## config.mk

```make
export PLATFORM = sky130hd
export DESIGN_NAME = ctrl_sequencer_flat
export DESIGN_NICKNAME = d
export VERILOG_FILES = /design/src/rtl/ctrl_sequencer_if.sv /design/src/rtl/ctrl_sequencer.sv /design/src/flat_wrapper.sv
export SDC_FILE = /design/constraint.sdc
export NUM_CORES = 1
export LEC_CHECK = 0
export ABC_CLOCK_PERIOD_IN_PS = 1900
export BUFFER_PORTS_ARGS = -buffer_cell sky130_fd_sc_hd__buf_4
export CORE_MARGIN = 3
export CORE_UTILIZATION = 39
export CTS_CLUSTER_SIZE = 40
export DETAILED_ROUTE_END_ITERATION = 6
export HOLD_SLACK_MARGIN = 0.08
export PLACE_DENSITY = 0.82
export SLEW_MARGIN = 0
export SYNTH_ARGS = -nofsm -noshare
export SYNTH_HDL_FRONTEND = slang
export SYNTH_SLANG_ARGS = --single-unit
```

## constraint.sdc

```tcl
create_clock -name clk -period 1.9 [get_ports clk]
set_input_delay 0 -clock clk [delete_from_list [all_inputs] [get_ports clk]]
set_output_delay 0 -clock clk [all_outputs]
set_load 0.02 [all_outputs]
```

## src/rtl/ctrl_sequencer_if.sv

```systemverilog
// Control bus between the sequencer and the datapath registers it steers:
// the opcode coming back from the IR, the T-state ring and every load/enable pin.
interface ctrl_sequencer_if #(
  parameter int OPC_W = 4
);
  logic [OPC_W-1:0] opcode;
  logic [5:0]       tstate;
  logic             pc_inc;
  logic             pc_en;
  logic             pc_load;
  logic             mar_load;
  logic             ram_en;
  logic             ir_load;
  logic             ir_en;
  logic             a_load;
  logic             a_en;
  logic             b_load;
  logic             alu_en;
  logic             alu_sub;
  logic             out_load;
  logic             halt;

  // Sequencer side: consumes the opcode, drives the control word.
  modport master (
    input  opcode,
    output tstate, pc_inc, pc_en, pc_load, mar_load, ram_en, ir_load, ir_en,
           a_load, a_en, b_load, alu_en, alu_sub, out_load, halt
  );

  // Datapath side: supplies the opcode, obeys the control word.
  modport slave (
    output opcode,
    input  tstate, pc_inc, pc_en, pc_load, mar_load, ram_en, ir_load, ir_en,
           a_load, a_en, b_load, alu_en, alu_sub, out_load, halt
  );
endinterface

```

## src/rtl/ctrl_sequencer.sv

```systemverilog
// Microcode control sequencer: one-hot T-state ring plus a halted flag.
// The control word is a pure decode of (tstate, opcode, halted) so it only
// changes on clock edges (or on reset assertion, which forces it to zero).
module ctrl_sequencer #(
  parameter int OPC_W     = 4,
  parameter bit EARLY_END = 1'b1
) (
  input  logic             clk,
  input  logic             rst,
  ctrl_sequencer_if.master bus
);

  typedef enum logic [5:0] {
    T1 = 6'b000001,
    T2 = 6'b000010,
    T3 = 6'b000100,
    T4 = 6'b001000,
    T5 = 6'b010000,
    T6 = 6'b100000
  } tstate_e;

  typedef struct packed {
    logic pc_inc;
    logic pc_en;
    logic pc_load;
    logic mar_load;
    logic ram_en;
    logic ir_load;
    logic ir_en;
    logic a_load;
    logic a_en;
    logic b_load;
    logic alu_en;
    logic alu_sub;
    logic out_load;
    logic halt;
  } ctrl_t;

  localparam logic [OPC_W-1:0] OP_LDA = OPC_W'(4'b0000);
  localparam logic [OPC_W-1:0] OP_ADD = OPC_W'(4'b0001);
  localparam logic [OPC_W-1:0] OP_SUB = OPC_W'(4'b0010);
  localparam logic [OPC_W-1:0] OP_LDI = OPC_W'(4'b0101);
  localparam logic [OPC_W-1:0] OP_JMP = OPC_W'(4'b0110);
  localparam logic [OPC_W-1:0] OP_OUT = OPC_W'(4'b1110);
  localparam logic [OPC_W-1:0] OP_HLT = OPC_W'(4'b1111);

  tstate_e tstate_q, tstate_d;
  logic    halted_q, halted_d;
  ctrl_t   cw;
  ctrl_t   cw_out;
  logic    last_step;

  // Decode the control word for the current step and pick the next T-state.
  always_comb begin
    cw        = '0;
    last_step = 1'b0;
    halted_d  = halted_q;
    tstate_d  = tstate_e'({tstate_q[4:0], tstate_q[5]});

    if (halted_q) begin
      // Frozen: only the halt line is shown, the opcode is ignored.
      cw.halt  = 1'b1;
      tstate_d = tstate_q;
    end else begin
      case (tstate_q)
        T1: begin cw.pc_en = 1'b1; cw.mar_load = 1'b1; end
        T2: begin cw.pc_inc = 1'b1; end
        T3: begin cw.ram_en = 1'b1; cw.ir_load = 1'b1; end
        T4: begin
          case (bus.opcode)
            OP_LDA, OP_ADD, OP_SUB: begin cw.ir_en = 1'b1; cw.mar_load = 1'b1; end
            OP_LDI: begin cw.ir_en = 1'b1; cw.a_load   = 1'b1; last_step = 1'b1; end
            OP_JMP: begin cw.ir_en = 1'b1; cw.pc_load  = 1'b1; last_step = 1'b1; end
            OP_OUT: begin cw.a_en  = 1'b1; cw.out_load = 1'b1; last_step = 1'b1; end
            OP_HLT: begin cw.halt  = 1'b1; halted_d = 1'b1; end
            default: last_step = 1'b1;
          endcase
        end
        T5: begin
          case (bus.opcode)
            OP_LDA: begin cw.ram_en = 1'b1; cw.a_load = 1'b1; last_step = 1'b1; end
            OP_ADD, OP_SUB: begin cw.ram_en = 1'b1; cw.b_load = 1'b1; end
            default: ;
          endcase
        end
        T6: begin
          if (bus.opcode == OP_ADD || bus.opcode == OP_SUB) begin
            cw.alu_en  = 1'b1;
            cw.a_load  = 1'b1;
            cw.alu_sub = (bus.opcode == OP_SUB);
          end
        end
        default: ;
      endcase

      // Halting pins the ring at T4; otherwise short instructions may skip ahead.
      if (halted_d) begin
        tstate_d = tstate_q;
      end else if (EARLY_END && last_step) begin
        tstate_d = T1;
      end
    end
  end

  // Register the ring position and the halted flag; reset starts a fresh fetch.
  always_ff @(posedge clk) begin
    if (rst) begin
      tstate_q <= T1;
      halted_q <= 1'b0;
    end else begin
      tstate_q <= tstate_d;
      halted_q <= halted_d;
    end
  end

  // All control lines are held low for as long as reset is asserted.
  always_comb begin
    cw_out = rst ? '0 : cw;
  end

  assign bus.tstate   = tstate_q;
  assign bus.pc_inc   = cw_out.pc_inc;
  assign bus.pc_en    = cw_out.pc_en;
  assign bus.pc_load  = cw_out.pc_load;
  assign bus.mar_load = cw_out.mar_load;
  assign bus.ram_en   = cw_out.ram_en;
  assign bus.ir_load  = cw_out.ir_load;
  assign bus.ir_en    = cw_out.ir_en;
  assign bus.a_load   = cw_out.a_load;
  assign bus.a_en     = cw_out.a_en;
  assign bus.b_load   = cw_out.b_load;
  assign bus.alu_en   = cw_out.alu_en;
  assign bus.alu_sub  = cw_out.alu_sub;
  assign bus.out_load = cw_out.out_load;
  assign bus.halt     = cw_out.halt;

endmodule

```

## src/flat_wrapper.sv

```systemverilog
// flat-port wrapper written by rule: the top's interface ports become plain ports
module ctrl_sequencer_flat 
#(
  parameter int OPC_W     = 4,
  parameter bit EARLY_END = 1'b1
)
  (clk, rst, bus_opcode, bus_tstate, bus_pc_inc, bus_pc_en, bus_pc_load, bus_mar_load, bus_ram_en, bus_ir_load, bus_ir_en, bus_a_load, bus_a_en, bus_b_load, bus_alu_en, bus_alu_sub, bus_out_load, bus_halt);
  ctrl_sequencer_if #(.OPC_W(OPC_W)) bus_i ();
  input  logic clk;
  input  logic rst;
  input wire logic [$bits(bus_i.opcode)-1:0] bus_opcode;
  output wire logic [$bits(bus_i.tstate)-1:0] bus_tstate;
  output wire logic [$bits(bus_i.pc_inc)-1:0] bus_pc_inc;
  output wire logic [$bits(bus_i.pc_en)-1:0] bus_pc_en;
  output wire logic [$bits(bus_i.pc_load)-1:0] bus_pc_load;
  output wire logic [$bits(bus_i.mar_load)-1:0] bus_mar_load;
  output wire logic [$bits(bus_i.ram_en)-1:0] bus_ram_en;
  output wire logic [$bits(bus_i.ir_load)-1:0] bus_ir_load;
  output wire logic [$bits(bus_i.ir_en)-1:0] bus_ir_en;
  output wire logic [$bits(bus_i.a_load)-1:0] bus_a_load;
  output wire logic [$bits(bus_i.a_en)-1:0] bus_a_en;
  output wire logic [$bits(bus_i.b_load)-1:0] bus_b_load;
  output wire logic [$bits(bus_i.alu_en)-1:0] bus_alu_en;
  output wire logic [$bits(bus_i.alu_sub)-1:0] bus_alu_sub;
  output wire logic [$bits(bus_i.out_load)-1:0] bus_out_load;
  output wire logic [$bits(bus_i.halt)-1:0] bus_halt;
  assign bus_i.opcode = bus_opcode;
  assign bus_tstate = bus_i.tstate;
  assign bus_pc_inc = bus_i.pc_inc;
  assign bus_pc_en = bus_i.pc_en;
  assign bus_pc_load = bus_i.pc_load;
  assign bus_mar_load = bus_i.mar_load;
  assign bus_ram_en = bus_i.ram_en;
  assign bus_ir_load = bus_i.ir_load;
  assign bus_ir_en = bus_i.ir_en;
  assign bus_a_load = bus_i.a_load;
  assign bus_a_en = bus_i.a_en;
  assign bus_b_load = bus_i.b_load;
  assign bus_alu_en = bus_i.alu_en;
  assign bus_alu_sub = bus_i.alu_sub;
  assign bus_out_load = bus_i.out_load;
  assign bus_halt = bus_i.halt;
  ctrl_sequencer #(.OPC_W(OPC_W), .EARLY_END(EARLY_END)) u_core (.clk(clk), .rst(rst), .bus(bus_i));
endmodule
```

==> flow_summary.json, run 1 <==
{
  "async_flop_share": 0,
  "syn_area_per_cell_sq_um": 7.319,
  "yosysWarningCount": 0,
  "clock_latency_ns": 0.25,
  "die-area_sq_mm": 0.001850,
  "max_freq_ghz": 0.4523,
  "report.final.slew_viol_count": 0,
  "clock_path_buffers": 2,
  "postSynthNetCount": 79,
  "final-hold-violation-count": 0,
  "path_class": "register to output pin",
  "synth_area_leaders": "dfxtp_1, nor2_1, nand2_1",
  "p_leak_nw": 0.3448,
  "fin_ws_ns": -0.3109,
  "synthFlopType": "dfxtp_1",
  "critPathLaunchType": "register",
  "coreArea_sq_mm": 0.001186,
  "nNetsFinal": 112,
  "timing.hold.ws_ns": 0.3207,
  "fillers": 93,
  "path_clk_slew_ns": 0.05,
  "drt_iter0_drc": 40,
  "ios": 26,
  "diodes": 0,
  "first_pass_iters": 4,
  "area_growth_pct": 60.42,
  "final_layout_size_suffix_gt1_frac": 0.4857,
  "maxCapViolCount": 0,
  "final_antenna_net_count": 0,
  "synth_cell_types": 33,
  "clkSinkCount": 7,
  "cts_tree": "yes",
  "grt_max_degree": 10,
  "outcome": "finished with violations",
  "slew-limit-headroom": 0.6840,
  "overflow": 0,
  "endpoint_kind": "output pin",
  "clock_skew_ns": 0.006246,
  "critPathMaxFanout": 3,
  "final_common_cell": "buf_4",
  "drc": 0,
  "wire_per_inst_um": 15.82,
  "failed_checks": "setup timing",
  "yosys.area.top_type": "dfxtp_1",
  "grt_pass1_wl_mm": 3.098,
  "via_per_inst": 6.118,
  "finalWirelength_mm": 1.882,
  "irDropWorstVdd_mv": 0.3979,
  "final_cell_mix": "buf_4, nor2_1, nand2_1",
  "initial_core_util": 0.4504,
  "hp-class": "input pin to register",
  "synth-edff-count": 0,
  "place_congestion": 0.8566,
  "row_count": 12,
  "place.port_buffers": 25,
  "antenna_found_initial": 0,
  "die_h_um": 43.01,
  "cts_inserted_buffers": 3,
  "synth_top_area_share": 0.2623,
  "required_ns": 1.90,
  "grt_use_total": 0.2145,
  "root_buffer": "clkbuf_4",
  "rsz0062_at_grt": "yes",
  "setup_viol": 1,
  "dr_total_vias": 728,
  "syn-instance-count": 73,
  "synthesis.area_sq_um": 534.3,
  "finalCritPeriodShare": 1.164,
  "post_cts_buffers": 0,
  "grt_pass1_vias": 644,
  "ys_ff_latch": 7,
  "finalSetupTns_ns": -0.3109,
  "dp_hpwl_mm": 1.300,
  "ys_seq_area_frac": 0.2623,
  "ctsHtreeMaxLevel": 1,
  "layout_min_cycle_time_ns": 2.211,
  "worstMarginPinSlew_ns": 0.4718,
  "total_power_mw": 0.3899,
  "worstPathArrival_ns": 2.21,
  "power_density_mw_per_mm2": 455.0,
  "fp.dieW_um": 43.01
}
==> state kept, by name, indices dropped and copies added, names as in the netlist <==
| register | count |
|---|---|
| u_core.bus.tstate | 6 |
| u_core.halted_q | 1 |
==> Yosys cell counts (2+ instances only) <==
library cell,number
nand3_1,3
clkbuf_1,2
inv_1,3
dfxtp_1,7
a22o_2,2
nor2_1,11
a31oi_1,2
nor4_1,3
nor3_1,4
nor2b_1,3
o32ai_1,2
nand2_1,10
==> path summary, 6_finish.rpt <==
check | startpoint | endpoint | cells past startpoint | slack (ns)
worst max-delay path | u_core.bus.tstate[0]$_SDFFE_PP1P_ | bus_a_load | 5 | -0.31
worst min-delay path | bus_opcode[1] | u_core.bus.tstate[5]$_SDFFE_PP0P_ | 5 | 0.32
worst min register to register | u_core.halted_q$_SDFF_PP0_ | u_core.bus.tstate[5]$_SDFFE_PP0P_ | 2 | 0.51
worst max register to register | u_core.bus.tstate[4]$_SDFFE_PP0P_ | u_core.bus.tstate[2]$_SDFFE_PP0P_ | 4 | 0.27
==> metal layers <==
layer,vias to the layer above,GRT usage,wire length [um]
li1,343,-,-
met1,345,0.2835,771
met2,40,0.3623,945
met3,0,0.04237,165
met4,0,0.03614,0
met5,-,0,0
==> through the flow <==
step                cell area (sq um)  setup WS (ns)    util  cells
detailed placement              782.0       -0.07338  0.6593    114
global placement                782.0       -0.03514  0.6593    114
floorplan                       554.3       -0.01244       -     73
finish                          857.1        -0.3109  0.7226    119
CTS                             844.6        -0.2910  0.7120    119
global route                    857.1        -0.3950  0.7226    119
==> timing repair <==
item	in CTS	in global routing
hold endpoints to repair	4	0
hold buffers	1	0
pin swaps	2	0
resized for setup	5	3
setup endpoints to repair	1	6
==> power by group <==
part | internal [mW] | total (mW) | switching, mW
registers | 0.152 | 0.157 | 0.00464
logic | 0.0427 | 0.101 | 0.0588
clock network | 0.0799 | 0.132 | 0.0519
total | 0.275 | 0.390 | 0.115
==> critical path, cell delays in order, from the launching register on <==
cell and delay (ns):
dfxtp_4 0.33, or4b_4 0.54, or4_1 0.45, a2111oi_2 0.34, o21a_2 0.19, buf_6 0.11
==> kinds of logic (layout without fill, tap and decap cells) <==
family / count (synthesis) / count (layout) / share of synthesized area
AO/OA/AOI/OAI: 15 / 15 / 0.2342
buffers and inverters: 6 / 38 / 0.04919
AND/OR/NAND/NOR: 45 / 45 / 0.4544
flip-flops: 7 / 7 / 0.2623
==> final cells by class <==
| cell class | instances | area (sq um) | area share |
|---|---|---|---|
| multi-input cells | 60 | 415.4 | 0.4847 |
| repair buffers | 31 | 239.0 | 0.2788 |
| flip-flops and latches | 7 | 147.6 | 0.1723 |
| clock buffers | 4 | 26.28 | 0.03066 |
| well taps | 14 | 17.52 | 0.02044 |
| inverters | 3 | 11.26 | 0.01314 |
Note: power is estimated with default switching activity, not from simulation.
==> run 2: changes to the inputs <==
--- a/config.mk
+++ b/config.mk
@@ -5,14 +5,15 @@
 export SDC_FILE = /design/constraint.sdc
 export NUM_CORES = 1
 export LEC_CHECK = 0
+export ABC_AREA = 1
 export ABC_CLOCK_PERIOD_IN_PS = 1900
 export BUFFER_PORTS_ARGS = -buffer_cell sky130_fd_sc_hd__buf_4
 export CORE_MARGIN = 3
-export CORE_UTILIZATION = 39
+export CORE_UTILIZATION = 42
 export CTS_CLUSTER_SIZE = 40
 export DETAILED_ROUTE_END_ITERATION = 6
 export HOLD_SLACK_MARGIN = 0.08
-export PLACE_DENSITY = 0.82
+export PLACE_DENSITY = 0.83
 export SLEW_MARGIN = 0
 export SYNTH_ARGS = -nofsm -noshare
 export SYNTH_HDL_FRONTEND = slang
==> run 2 against run 1 <==
  * The run now ends clean
  * Combinational power down 5%
  * Global-route usage fell by 3.9 points
  * Critical endpoint is now bus_b_load
  * Synthesized area is 24% higher
  * Clock-buffer cell count stayed put
==> flow_summary.json, run 2 <==
{
  "largest_register_ffs": 6,
  "die-area_sq_mm": 0.002092,
  "rsz0062_at_grt": "no",
  "critPathLaunchType": "register",
  "via_per_inst": 4.854,
  "timing.hold.ws_ns": 0.1015,
  "fillers": 122,
  "cts_resized": 0,
  "fp.dieW_um": 45.74,
  "yosys.area.top_type": "dfxtp_1",
  "required_ns": 1.90,
  "grt_use_total": 0.1758,
  "syn-instance-count": 108,
  "finalCritPeriodShare": 0.8182,
  "outcome": "completed",
  "wire_per_inst_um": 10.38,
  "antenna_found_initial": 0,
  "report.final.slew_viol_count": 0,
  "grt_max_degree": 8,
  "place_congestion": 0.8886,
  "post_cts_buffers": 0,
  "worstPathArrival_ns": 1.55,
  "grt_pass1_wl_mm": 2.697,
  "final_common_cell": "buf_4",
  "place.port_buffers": 25,
  "yosys-top-cells-count": "inv_1, nand2_1, nand3_1, nor2_1, dfxtp_1",
  "path_class": "register to output pin",
  "diodes": 0,
  "die_h_um": 45.74,
  "setup_viol": 0,
  "drc": 0,
  "yosysWarningCount": 0,
  "overflow": 0,
  "ys_seq_area_frac": 0.2113,
  "final-hold-violation-count": 0,
  "async_flop_share": 0,
  "path_depth": 6,
  "initial_core_util": 0.4796,
  "setup.worst_path.start": "u_core.bus.tstate[0]$_SDFFE_PP1P_",
  "clock_path_buffers": 2,
  "ff2ff_path_depth": 6,
  "ctsHtreeMaxLevel": 1,
  "maxCapViolCount": 0,
  "synthFlopType": "dfxtp_1",
  "final_cell_mix": "buf_4, inv_1, nand2_1",
  "cts_tree": "yes",
  "ios": 26,
  "hp-class": "input pin to register",
  "max_freq_ghz": 0.6433,
  "clock_skew_ns": 0.0008589,
  "final_antenna_net_count": 0,
  "finalSetupTns_ns": 0,
  "cp_slowest_cell": "dfxtp_1",
  "root_buffer": "clkbuf_4",
  "synthesis.area_sq_um": 663.1,
  "yosysMostFrequentCell": "inv_1",
  "power_density_mw_per_mm2": 441.5,
  "row_count": 13,
  "crit_buf_inv": 1,
  "synth-edff-count": 0,
  "finalWirelength_mm": 1.567,
  "postSynthNetCount": 114,
  "irDropWorstVdd_mv": 0.3999,
  "dr_total_vias": 733,
  "coreArea_sq_mm": 0.001383,
  "ys_ff_latch": 7,
  "hold_buffers": 0,
  "final_layout_size_suffix_gt1_frac": 0.3456,
  "endpoint_kind": "output pin",
  "worstMarginPinSlew_ns": 0.2544,
  "crit_chain": "nor2_2 -> nand2_2 -> nor2_1 -> nand2_1 -> nor3_1 -> buf_4",
  "synth_top_area_share": 0.2113,
  "r2r_slack_ns": 0.66,
  "path_delay_family": "simple AND/OR/NAND/NOR gates",
  "clkSinkCount": 7,
  "grt_pass1_vias": 668,
  "path_clk_slew_ns": 0.05,
  "clock_latency_ns": 0.25,
  "slew-limit-headroom": 0.8302,
  "dp_hpwl_mm": 1.366,
  "nNetsFinal": 143,
  "utilization": 0.6425,
  "first_pass_iters": 4,
  "endpoint": "bus_b_load",
  "area_growth_pct": 33.96,
  "layout_min_cycle_time_ns": 1.555,
  "slowest_delay_ns": 0.36,
  "cts_inserted_buffers": 3,
  "syn_area_per_cell_sq_um": 6.140,
  "rr_endpoint": "u_core.bus.tstate[0]$_SDFFE_PP1P_",
  "synth_area_leaders": "dfxtp_1, inv_1, nand3_1",
  "drt_iter0_drc": 11,
  "crit-reg2reg-launch": "u_core.bus.tstate[0]$_SDFFE_PP1P_",
  "critPathMaxFanout": 6,
  "p_leak_nw": 0.4845,
  "synth_cell_types": 23
}
[run 2: cell count changes after synthesis, moves of 4 or more]
cell,delta
nand2_1,+8
nand2_2,+4
inv_1,+17
nand3_1,+12
o21ai_1,+4
[run 2: kinds of logic (layout without fill, tap and decap cells)]
group                  count (synthesis)  count (layout)  synth area share
buffers and inverters                 24              52            0.1453
DFF                                    7               7            0.2113
and+or+nand+nor                       71              71            0.5924
AOI/OAI and AO/OA                      6               6           0.05094
[run 2: power by group]
part	internal (mW)	switching (mW)	total, mW	leakage (nW)
sequential	0.152	0.00811	0.160	0.0574
clock	0.0802	0.0558	0.136	0.0150
combinational	0.0360	0.0599	0.0960	0.412
[run 2: worst min-delay path by stage]
stage,depth (start not counted),slack (ns),end,from
finish,3,0.10,u_core.bus.tstate[0]$_SDFFE_PP1P_,rst
global route,3,0.12,u_core.bus.tstate[0]$_SDFFE_PP1P_,rst
CTS,3,0.1,u_core.bus.tstate[0]$_SDFFE_PP1P_,rst
detailed placement,3,0.37,u_core.bus.tstate[0]$_SDFFE_PP1P_,rst
global placement,3,0.36,u_core.bus.tstate[0]$_SDFFE_PP1P_,rst
floorplan,2,0.16,bus_a_en,bus_opcode[3]
[run 2: per-layer routing]
layer | share of wire | routed length (um) | GRT usage | up-vias
li1 | - | - | - | 393
met1 | 0.41 | 648 | 0.2104 | 314
met2 | 0.49 | 764 | 0.3036 | 21
met3 | 0.074 | 116 | 0.01186 | 5
met4 | 0.024 | 38 | 0.1023 | 0
met5 | 0 | 0 | 0 | -
[run 2: layout make-up]
cell class,instances,area [sq um],share of cell area
Multi-Input combinational cell,77,426.7,0.4803
Timing Repair Buffer,25,187.7,0.2113
Sequential cell,7,140.1,0.1577
Inverter,23,88.84,0.1000
Clock buffer,4,26.28,0.02958
Tap cell,15,18.77,0.02113
[run 2: worst reg2reg max path, cell delays in order, from the launching register on]
cell and delay (ns):
dfxtp_1 0.36, nor2_2 0.26, nand2_2 0.10, nor2_4 0.16, a21oi_2 0.10, nand2_1 0.08, nand3_1 0.06
[run 2: through the flow]
step	instances	area [sq um]	power, mW	worst slack, ns
after global routing	151	888.4	0.4178	0.1889
final	151	888.4	0.3922	0.3455
after CTS	151	888.4	0.3997	0.3224
after floorplan	108	663.1	0.2237	0.3734
after detailed placement	147	862.1	0.2598	0.6039
after global placement	147	862.1	0.2581	0.6333
==> run 3: changes to the inputs <==
--- a/config.mk
+++ b/config.mk
@@ -5,15 +5,15 @@
 export SDC_FILE = /design/constraint.sdc
 export NUM_CORES = 1
 export LEC_CHECK = 0
-export ABC_AREA = 1
-export ABC_CLOCK_PERIOD_IN_PS = 1900
+export ABC_AREA = 0
+export ABC_CLOCK_PERIOD_IN_PS = 1500
 export BUFFER_PORTS_ARGS = -buffer_cell sky130_fd_sc_hd__buf_4
-export CORE_MARGIN = 3
-export CORE_UTILIZATION = 42
+export CORE_AREA = 3 3 40 42
 export CTS_CLUSTER_SIZE = 40
 export DETAILED_ROUTE_END_ITERATION = 6
+export DIE_AREA = 0 0 43 45
 export HOLD_SLACK_MARGIN = 0.08
-export PLACE_DENSITY = 0.83
+export PLACE_DENSITY = 0.81
 export SLEW_MARGIN = 0
 export SYNTH_ARGS = -nofsm -noshare
 export SYNTH_HDL_FRONTEND = slang
==> constraint.sdc (replaced) <==
create_clock -name clk -period 1.5 [get_ports clk]
set_input_delay 0 -clock clk [delete_from_list [all_inputs] [get_ports clk]]
set_output_delay 0 -clock clk [all_outputs]
set_load 0.02 [all_outputs]
==> run 3 against run 2 <==
  * The run now fails in 5_1_grt
  * Synthesized cell count is 32% lower
  * Synthesized area shrank 19%
==> flow_summary.json, run 3 <==
{
  "yosys.area.top_type": "dfxtp_1",
  "error": "[ERROR DPL-0038] Utilization greater than 100%, impossible to legalize",
  "async_flop_share": 0,
  "fp.dieW_um": 43,
  "synth_top_area_share": 0.2623,
  "dp_hpwl_mm": 1.421,
  "ys_seq_area_frac": 0.2623,
  "synthFlopType": "dfxtp_1",
  "placed_area_sq_um": 945.9,
  "yosysWarningCount": 0,
  "yosys-top-cells-count": "nor2_1, nand2_1, dfxtp_1, nor3_1",
  "grt_max_degree": 10,
  "clock_path_buffers": 2,
  "clkSinkCount": 7,
  "cts_inserted_buffers": 3,
  "ys_ff_latch": 7,
  "lastStage": "5_1_grt",
  "die_h_um": 45,
  "place.port_buffers": 25,
  "worstEpCategory": "output port",
  "yosysMostFrequentCell": "nor2_1",
  "synth-edff-count": 0,
  "synth_area_leaders": "dfxtp_1, nor2_1, nand2_1",
  "root_buffer": "clkbuf_4",
  "place_congestion": 0.8129,
  "initial_core_util": 0.4158,
  "ios": 26,
  "ctsHtreeMaxLevel": 1,
  "outcome": "did not finish",
  "postSynthNetCount": 79,
  "row_count": 13,
  "syn-instance-count": 73,
  "place_ws_ns": -0.4606,
  "synthesis.area_sq_um": 534.3,
  "syn_area_per_cell_sq_um": 7.319,
  "synth_cell_types": 33,
  "worstEndpointGrtRepair": "bus_a_load"
}
[run 3: cell families after synthesis]
group                  share of synthesized area
AO/OA/AOI/OAI                             0.2342
buffers and inverters                    0.04919
flip-flops                                0.2623
AND/OR/NAND/NOR                           0.4544
[run 3: through the flow]
stage               hold slack, ns  std cells
floorplan                  0.03704         73
global placement            0.2112        127
detailed placement          0.2159        127
CTS                         0.1528        139
[run 3: repair_timing]
item / in CTS
endpoints found under the setup margin: 20
hold buffers: 1
buffers inserted: 8
resized for setup: 36
pin swaps: 10
hold endpoints to repair: 4
==> run 4: changes to the inputs <==
--- a/config.mk
+++ b/config.mk
@@ -8,12 +8,10 @@
 export ABC_AREA = 0
 export ABC_CLOCK_PERIOD_IN_PS = 1500
 export BUFFER_PORTS_ARGS = -buffer_cell sky130_fd_sc_hd__buf_4
-export CORE_AREA = 3 3 40 42
-export CTS_CLUSTER_SIZE = 40
+export CORE_AREA = 3 3 64 66
 export DETAILED_ROUTE_END_ITERATION = 6
-export DIE_AREA = 0 0 43 45
-export HOLD_SLACK_MARGIN = 0.08
-export PLACE_DENSITY = 0.81
+export DIE_AREA = 0 0 67 69
+export PLACE_DENSITY_LB_ADDON = 0.15
 export SLEW_MARGIN = 0
 export SYNTH_ARGS = -nofsm -noshare
 export SYNTH_HDL_FRONTEND = slang
==> run 4 against run 3 <==
  * The flow now finishes, with violations (setup timing)
==> flow_summary.json, run 4 (synthesis gave the netlist of run 1 again) <==
{
  "outcome": "finished with violations",
  "failed_checks": "setup timing",
  "ff2ff_path_depth": 10,
  "slowest_delay_ns": 0.54,
  "row_count": 22,
  "setup_viol": 18,
  "dr_total_vias": 770,
  "overflow": 0,
  "root_buffer": "clkbuf_8",
  "initial_core_util": 0.1470,
  "antenna_found_initial": 0,
  "finalSetupTns_ns": -6.363,
  "wire_per_inst_um": 13.18,
  "grt_pass1_vias": 760,
  "worstPathArrival_ns": 2.16,
  "grt_pass1_wl_mm": 3.712,
  "path_class": "register to output pin",
  "fillers": 378,
  "p_int_mw": 0.4795,
  "via_per_inst": 4.375,
  "clkPwrFrac": 0.390,
  "place_ws_ns": -0.4491,
  "final_layout_size_suffix_gt1_frac": 0.7344,
  "power_density_mw_per_mm2": 491.7,
  "fp.dieW_um": 67,
  "dp_hpwl_mm": 1.641,
  "comb_power_share": 0.317,
  "critPathMaxFanout": 3,
  "endpoint_kind": "output pin",
  "p_sw_frac": 0.2907,
  "coreArea_sq_mm": 0.003633,
  "drt_iter0_drc": 34,
  "final_common_cell": "buf_4",
  "grt_use_total": 0.1017,
  "hold_path_depth": 2,
  "diodes": 0,
  "p_leak_nw": 0.5394,
  "cts_tree": "yes",
  "cts_inserted_buffers": 3,
  "clock_skew_ns": 0.001474,
  "clock_path_buffers": 2,
  "first_pass_iters": 3,
  "total_power_mw": 0.6761,
  "slew-limit-headroom": 0.5962,
  "max_freq_ghz": 0.4624,
  "drc": 0,
  "die-area_sq_mm": 0.004623,
  "final_cell_mix": "buf_4, buf_6, nand2_1",
  "report.final.slew_viol_count": 0,
  "clkSinkCount": 7,
  "path_clk_slew_ns": 0.04,
  "maxCapViolCount": 0,
  "seqPwrFrac": 0.294,
  "grt_max_degree": 10,
  "clock_latency_ns": 0.23,
  "fin_ws_ns": -0.6628,
  "finalWirelength_mm": 2.320,
  "ctsHtreeMaxLevel": 1,
  "finalCritPeriodShare": 1.442,
  "irDropWorstVdd_mv": 0.1377,
  "cpMostUsedCell": "or4b_4",
  "final-hold-violation-count": 0,
  "nNetsFinal": 135,
  "place.port_buffers": 25,
  "largest_register_ffs": 6,
  "worstMarginPinSlew_ns": 0.5994,
  "area_growth_pct": 157.4,
  "place_congestion": 0.7392,
  "critPathLaunchType": "register",
  "cp_slowest_cell": "or4b_4",
  "rsz0062_at_grt": "yes",
  "crit_chain": "or4b_4 -> or4b_4 -> a2111oi_4 -> o21a_2 -> buf_6",
  "layout_min_cycle_time_ns": 2.163,
  "final_antenna_net_count": 0,
  "die_h_um": 69,
  "hp-class": "input pin to register",
  "p_sw_mw": 0.1965,
  "required_ns": 1.50,
  "ios": 26
}
run 4: area by class of cell:
cell class | instances | area (sq um) | share of cell area
well taps | 48 | 60.06 | 0.04368
repair buffers | 54 | 490.5 | 0.3567
multi-input cells | 60 | 620.6 | 0.4513
inverters | 3 | 11.26 | 0.008189
clock buffers | 4 | 45.04 | 0.03276
flip-flops and latches | 7 | 147.6 | 0.1074
run 4: path summary, 6_finish.rpt:
path,start,end,slack (ns)
setup / recovery,u_core.bus.tstate[0]$_SDFFE_PP1P_,bus_a_load,-0.66
hold / removal,rst,u_core.bus.tstate[3]$_SDFFE_PP0P_,0.04
setup reg to reg,u_core.bus.tstate[0]$_SDFFE_PP1P_,u_core.bus.tstate[0]$_SDFFE_PP1P_,-0.39
hold reg to reg,u_core.bus.tstate[2]$_SDFFE_PP0P_,u_core.bus.tstate[2]$_SDFFE_PP0P_,0.60
run 4: metrics by stage:
| stage | cell area, sq um | hold WS [ns] | cells | utilization |
|---|---|---|---|---|
| 6_report | 1375 | 0.03808 | 176 | 0.3784 |
| 5_1_grt | 1375 | 0.04554 | 176 | 0.3784 |
| 3_3_place_gp | 987.2 | 0.2120 | 160 | 0.2717 |
| 2_1_floorplan | 628.1 | 0.03704 | 73 | - |
| 4_1_cts | 1180 | 0.02207 | 171 | 0.3247 |
| 3_5_place_dp | 987.2 | 0.2189 | 160 | 0.2717 |
run 4: what timing repair did:
action / in CTS / in global routing
endpoints found under the hold margin: 2 / 0
endpoints found under the setup margin: 21 / 18
pin swaps: 6 / 9
hold buffers: 1 / 0
resized for setup: 20 / 31
setup buffers: 6 / 5
run 4: power by group through the flow:
stage	clock network (mW)	registers, mW	logic (mW)
2_1_floorplan	0	0.214	0.0589
3_5_place_dp	0	0.201	0.145
4_1_cts	0.271	0.198	0.171
5_1_grt	0.291	0.199	0.229
3_3_place_gp	0	0.200	0.146
6_report	0.263	0.198	0.214
run 4: worst max-delay path, delay by kind of cell (launching register included):
family,cells,cell delay (ns)
buffers and inverters,1,0.11
AND/OR/NAND/NOR,2,1.05
flip-flops,1,0.33
AO/OA/AOI/OAI,2,0.45
run 4: per-layer routing:
| metal | track usage | share of wire |
|---|---|---|
| met4 | 0.03378 | 0.011 |
| met2 | 0.1648 | 0.56 |
| met5 | 0 | 0 |
| met3 | 0.01466 | 0.022 |
| met1 | 0.1350 | 0.41 |
